## config.mk

```make
export PLATFORM = sky130hd
export DESIGN_NAME = lut_interp_16
export DESIGN_NICKNAME = d
export VERILOG_FILES = /design/src/rtl/lut_interp_16.sv
export SDC_FILE = /design/constraint.sdc
export NUM_CORES = 1
export LEC_CHECK = 0
export BUFFER_PORTS_ARGS = -buffer_cell sky130_fd_sc_hd__buf_2
export CORE_ASPECT_RATIO = 2
export CORE_MARGIN = 2
export CORE_UTILIZATION = 40
export CTS_CLUSTER_DIAMETER = 200
export DETAILED_ROUTE_END_ITERATION = 16
export GPL_ROUTABILITY_DRIVEN = 1
export PLACE_DENSITY = 0.68
export SETUP_SLACK_MARGIN = 0.02
export SYNTH_ARGS = -nofsm -noshare
export SYNTH_HDL_FRONTEND = slang
export SYNTH_SLANG_ARGS = --single-unit
```

## constraint.sdc

```tcl
create_clock -name clk -period 10.8 [get_ports clk]
set_input_delay 0.54 -clock clk [delete_from_list [all_inputs] [get_ports clk]]
set_output_delay 0.54 -clock clk [all_outputs]
set_load 0.01 [all_outputs]
```

## src/rtl/lut_interp_16.sv

```systemverilog
// Purpose : fetches a base/next/frac triple from a 16-bit function LUT and
//           linearly interpolates it into a rounded, saturated Q1.15 sample.
// Latency : accept -> lut_read 1 cycle; lut_valid -> out_valid 3 cycles.
// Backpressure: one transaction in flight; in_ready low outside IDLE and the
//           result is held on out_y/out_valid until out_ready.
// Ports   : in_valid/in_ready/in_x   argument handshake
//           lut_read/lut_x            request pulse and held argument to LUT
//           lut_valid/base/next/frac  LUT result strobe and data
//           out_valid/out_ready/out_y interpolated result handshake
//           err                       one-cycle pulse when the LUT never answers
module lut_interp_16 #(
    parameter int FRAC_WIDTH     = 4,
    parameter int TIMEOUT_CYCLES = 15
) (
    input  logic                  clk,
    input  logic                  reset,
    input  logic                  in_valid,
    output logic                  in_ready,
    input  logic [15:0]           in_x,
    output logic                  lut_read,
    output logic [15:0]           lut_x,
    input  logic                  lut_valid,
    input  logic [15:0]           lut_base,
    input  logic [15:0]           lut_next,
    input  logic [FRAC_WIDTH-1:0] lut_frac,
    output logic                  out_valid,
    input  logic                  out_ready,
    output logic [15:0]           out_y,
    output logic                  err
);

    localparam logic [2:0] S_IDLE = 3'd0;
    localparam logic [2:0] S_REQ  = 3'd1;
    localparam logic [2:0] S_WAIT = 3'd2;
    localparam logic [2:0] S_MUL  = 3'd3;
    localparam logic [2:0] S_ADD  = 3'd4;
    localparam logic [2:0] S_OUT  = 3'd5;

    localparam int CNT_W  = $clog2(TIMEOUT_CYCLES + 1);
    // 17-bit signed diff times (FRAC_WIDTH+1)-bit zero-extended frac
    localparam int PROD_W = 17 + FRAC_WIDTH + 1;

    localparam logic [CNT_W-1:0] CNT_LAST = CNT_W'(TIMEOUT_CYCLES - 1);
    localparam logic signed [PROD_W:0] HALF =
        {{(PROD_W + 1 - FRAC_WIDTH){1'b0}}, 1'b1, {(FRAC_WIDTH - 1){1'b0}}};
    localparam logic signed [PROD_W+1:0] Y_MAX = (PROD_W + 2)'(32767);
    localparam logic signed [PROD_W+1:0] Y_MIN = -(PROD_W + 2)'(32768);

    logic [2:0]               state_q, state_d;
    logic                     in_ready_q, in_ready_d;
    logic                     lut_read_q, lut_read_d;
    logic [15:0]              lut_x_q, lut_x_d;
    logic [15:0]              base_q, base_d;
    logic [15:0]              next_q, next_d;
    logic [FRAC_WIDTH-1:0]    frac_q, frac_d;
    logic signed [PROD_W-1:0] prod_q, prod_d;
    logic                     out_valid_q, out_valid_d;
    logic [15:0]              out_y_q, out_y_d;
    logic [CNT_W-1:0]         cnt_q, cnt_d;

    logic                     timeout_hit;
    logic signed [16:0]       diff;
    logic signed [PROD_W-1:0] mul;
    logic signed [PROD_W:0]   rnd;
    logic signed [PROD_W:0]   shifted;
    logic signed [PROD_W+1:0] sum;
    logic [15:0]              sat_y;

    // Datapath: all LUT samples are interpreted as signed, whatever the LUT
    // declares. The wrap pair at the end of the sin table just gives a
    // negative diff.
    always_comb begin
        diff    = $signed({next_q[15], next_q}) - $signed({base_q[15], base_q});
        mul     = PROD_W'(diff) * PROD_W'($signed({1'b0, frac_q}));
        rnd     = $signed({prod_q[PROD_W-1], prod_q}) + HALF;
        shifted = rnd >>> FRAC_WIDTH;
        sum     = $signed({{(PROD_W - 14){base_q[15]}}, base_q})
                + $signed({shifted[PROD_W], shifted});
        if (sum > Y_MAX) begin
            sat_y = 16'h7FFF;
        end else if (sum < Y_MIN) begin
            sat_y = 16'h8000;
        end else begin
            sat_y = sum[15:0];
        end
    end

    assign timeout_hit = (state_q == S_WAIT) && !lut_valid && (cnt_q == CNT_LAST);

    always_comb begin
        state_d     = state_q;
        lut_read_d  = 1'b0;
        lut_x_d     = lut_x_q;
        base_d      = base_q;
        next_d      = next_q;
        frac_d      = frac_q;
        prod_d      = prod_q;
        out_valid_d = out_valid_q;
        out_y_d     = out_y_q;
        cnt_d       = cnt_q;
        case (state_q)
            S_IDLE: begin
                if (in_valid && in_ready_q) begin
                    lut_x_d    = in_x;
                    lut_read_d = 1'b1;   // lands in the REQ cycle
                    state_d    = S_REQ;
                end
            end
            S_REQ: begin
                cnt_d   = '0;
                state_d = S_WAIT;
            end
            S_WAIT: begin
                if (lut_valid) begin
                    base_d  = lut_base;
                    next_d  = lut_next;
                    frac_d  = lut_frac;
                    state_d = S_MUL;
                end else if (timeout_hit) begin
                    state_d = S_IDLE;
                end else begin
                    cnt_d = cnt_q + CNT_W'(1);
                end
            end
            S_MUL: begin
                prod_d  = mul;
                state_d = S_ADD;
            end
            S_ADD: begin
                out_y_d     = sat_y;
                out_valid_d = 1'b1;
                state_d     = S_OUT;
            end
            S_OUT: begin
                if (out_ready) begin
                    out_valid_d = 1'b0;
                    state_d     = S_IDLE;
                end
            end
            default: state_d = S_IDLE;
        endcase
        // Registered ready: it follows the state we are about to enter
        in_ready_d = (state_d == S_IDLE);
    end

    always_ff @(posedge clk) begin
        if (reset) begin
            state_q     <= S_IDLE;
            in_ready_q  <= 1'b1;
            lut_read_q  <= 1'b0;
            lut_x_q     <= '0;
            base_q      <= '0;
            next_q      <= '0;
            frac_q      <= '0;
            prod_q      <= '0;
            out_valid_q <= 1'b0;
            out_y_q     <= '0;
            cnt_q       <= '0;
        end else begin
            state_q     <= state_d;
            in_ready_q  <= in_ready_d;
            lut_read_q  <= lut_read_d;
            lut_x_q     <= lut_x_d;
            base_q      <= base_d;
            next_q      <= next_d;
            frac_q      <= frac_d;
            prod_q      <= prod_d;
            out_valid_q <= out_valid_d;
            out_y_q     <= out_y_d;
            cnt_q       <= cnt_d;
        end
    end

    assign in_ready  = in_ready_q;
    assign lut_read  = lut_read_q;
    assign lut_x     = lut_x_q;
    assign out_valid = out_valid_q;
    assign out_y     = out_y_q;
    // Combinational so the pulse lands in the last WAIT cycle, exactly
    // TIMEOUT_CYCLES cycles after lut_read
    assign err       = timeout_hit && !reset;

endmodule
```

==> results.toml <==
[synthesis]
synth_top_area_share = 0.247
yosys-top-cells-count = "183 x nand2_1, 101 x a21oi_1, 99 x inv_1"
ys_seq_area_frac = 0.247
synth_warnings = 0
syn-cell-area_um2 = 7870
async_flop_share = 0
synth-seq-cells = 97
syn-num-nets = 1175
synth_ff_type = "dfxtp_1"
ys_top_cells_by_area = "dfxtp_1 25%, ha_1 12%, fa_1 9.4%, nand2_1 8.7%, a21oi_1 6.4%"
synth_cell_types = 63
yosysMostFrequentCell = "nand2_1"
synth.largest_area_cell = "dfxtp_1"
synthCells = 1003
synth_edf_count = 0
synth_area_per_cell_um2 = 7.85

[clocking]
cts_hold_buf = 0
htreeDepth = 3
cts_tree = "yes"
numCtsBuffers = 9
cts_root_buf = "clkbuf_16"
insertion_delay_ns = 0.37
cts_buffer_depth = 2
clk_pin_slew_worst_paths_ns = 0.08
cts_sinks = 97
post-cts-setup-buffer-count = 0
cts_resized = 0

[floorplan]
start_util = 0.408
die_w_um = 103
rows = 72
pin_count = 93
die_h_um = 202
core_area_um2 = 19300
die_area_um2 = 20900

[global_route]
grt_overflow = 0
grt_pass1_wl_um = 33000
antenna_found_initial = 0
grt_usage = 0.203
first_global_vias = 7090
grt_max_degree = 56

[run_status]
status = "finished, final reports clean"

[worst_hold_path]
hold_depth = 3
min_to = "lut_x[8]$_SDFFE_PP0P_"
min_from = "in_x[8]"
hold_path.class = "input pin to flip-flop"

[routing]
dr.pass1.iters = 4
drcViolationCount = 0
drtIter0Drc = 266
post_drt_via_cell_ratio = 5.14
vias = 6891
ant_nets = 0
wl_per_cell_um = 14.8
routed_wl_um = 19900

[power]
seq_power_share = 0.379
clockPowerShare = 0.309
netSwitchingFraction = 0.363
pwr-share-comb = 0.312
p_int_uw = 686
ir_drop_v = 0.0000698
p_switching_uw = 392
leakage_nw = 4.06
power_per_cell_area_nw_per_um2 = 121

[worst_setup_path]
path_class = "flip-flop to flip-flop"
regToRegSetupSlack_ns = 3.80
start_kind = "flip-flop"
crit_start = "base_q[1]$_SDFFE_PP0P_"
cp_top_family = "compound AO/OA/AOI/OAI gates"
end_kind = "flip-flop"
path_depth = 26
cp.arrival_ns = 7.28
slowest_stage = "a2111oi_0"
cp.required_ns = 11.08
worst-r2r-cell-count = 26
slowest_delay_ns = 0.77
critPathMaxFanout = 4
crit_buf_inv = 3
r2r_start = "base_q[1]$_SDFFE_PP0P_"
r2r_end = "prod_q[21]$_SDFFE_PP0P_"

[sta]
rsz0062_at_grt = "no"
setup_tns_ns = 0
worst_hold_slack_ns = 0.396
tightest_slew_ns = 0.840
final.min_clock_period_ns = 7.00
fmax_mhz = 143
hold_viol = 0
timing.final.crit_share = 0.648
relSlewSlack = 0.425
setup_violations = 0
finClkSkew_ns = 0.0157
final-max-slew-violation-count = 0

[final_layout]
stdcell_count = 1341
post-route-util = 0.461
multi_input_area_um2 = 5420
seqCellArea_um2 = 1940
fill_cells = 1995
antenna-diode-count = 0
final_area_um2 = 8880
areaGrowthSynthToFinish_pct = 12.8
layout-drive-gt1-share = 0.120
nets = 1249

[run]
drv_cap = 0

[place]
placedCellCount = 1325
dpl.hpwl_um = 16400
place_area_um2 = 8570
gp_congestion = 0.879
numPortBuffers = 92
-- through the flow --
| step | total power [mW] | setup WS, ns |
|---|---|---|
| after floorplan | 0.651 | 4.81 |
| final | 1.08 | 3.80 |
| after global placement | 0.749 | 4.02 |
| after detailed placement | 0.755 | 3.88 |
| after global routing | 1.14 | 3.12 |
| after CTS | 1.09 | 3.84 |
-- tightest hold or removal path: stages --
cell     delay (ns)
buf_2          0.09
nand2_1        0.04
a21oi_1        0.05
-- state kept, by name (all words and copies together), names as in the netlist --
name / cells
lut_x: 16
frac_q: 4
prod_q: 19
in_ready: 1
out_y: 16
state_q: 3
lut_read: 1
cnt_q: 4
next_q: 16
out_valid: 1
base_q: 16
-- power by group through the flow --
stage / sequential [mW] / combinational (mW) / clock [mW]
floorplan: 0.411 / 0.240 / 0
global placement: 0.416 / 0.332 / 0
detailed placement: 0.417 / 0.337 / 0
CTS: 0.409 / 0.340 / 0.339
global route: 0.412 / 0.377 / 0.352
finish: 0.409 / 0.336 / 0.333
-- kinds of logic (layout without fill, tap and decap cells) --
logic type      Yosys count  in the layout  share of synthesized area
compound gates          209            209                      0.169
flops                    97             97                      0.247
mux                       1              1                    0.00127
xor+xnor                 61             61                     0.0679
simple gates            385            385                      0.231
fa+ha+maj               115            115                      0.218
buf+inv                 135            214                     0.0660
-- worst max-delay path by stage --
stage / slack, ns / to
finish: 3.80 / prod_q[21]$_SDFFE_PP0P_
CTS: 3.84 / prod_q[21]$_SDFFE_PP0P_
detailed placement: 3.88 / prod_q[21]$_SDFFE_PP0P_
floorplan: 4.81 / prod_q[21]$_SDFFE_PP0P_
global route: 3.12 / prod_q[21]$_SDFFE_PP0P_
global placement: 4.02 / prod_q[21]$_SDFFE_PP0P_
-- metal layers --
metal,vias to the layer above,GRT usage,routed length [um]
met2,139,0.389,11200
li1,3494,-,-
met1,3202,0.192,6870
met5,-,0,0
met4,0,0.123,1220
met3,56,0.0280,607
-- layout make-up --
type	instances	share of cell area
clock inverters	6	0.00817
inverters	100	0.0423
clock buffers	10	0.0269
repair buffers	98	0.0572
flip-flops and latches	97	0.219
well taps	259	0.0365
multi-input cells	771	0.610
-- layout by cell type (no fill, tap or decap), types with 6 or more instances in the layout --
cell,count
nand2_1,183
a21oi_1,101
inv_1,99
dfxtp_1,97
buf_2,91
ha_1,78
nor2_1,54
and2_1,46
xnor2_1,44
fa_1,37
a211oi_1,23
nor2b_1,18
o21ai_0,17
xor2_1,17
nand3_1,15
a21o_1,14
nand2b_1,14
and3_1,12
nor3_1,10
clkbuf_16,9
buf_4,7
nand3b_1,6
No activity file was read; power rests on OpenSTA's default activity.
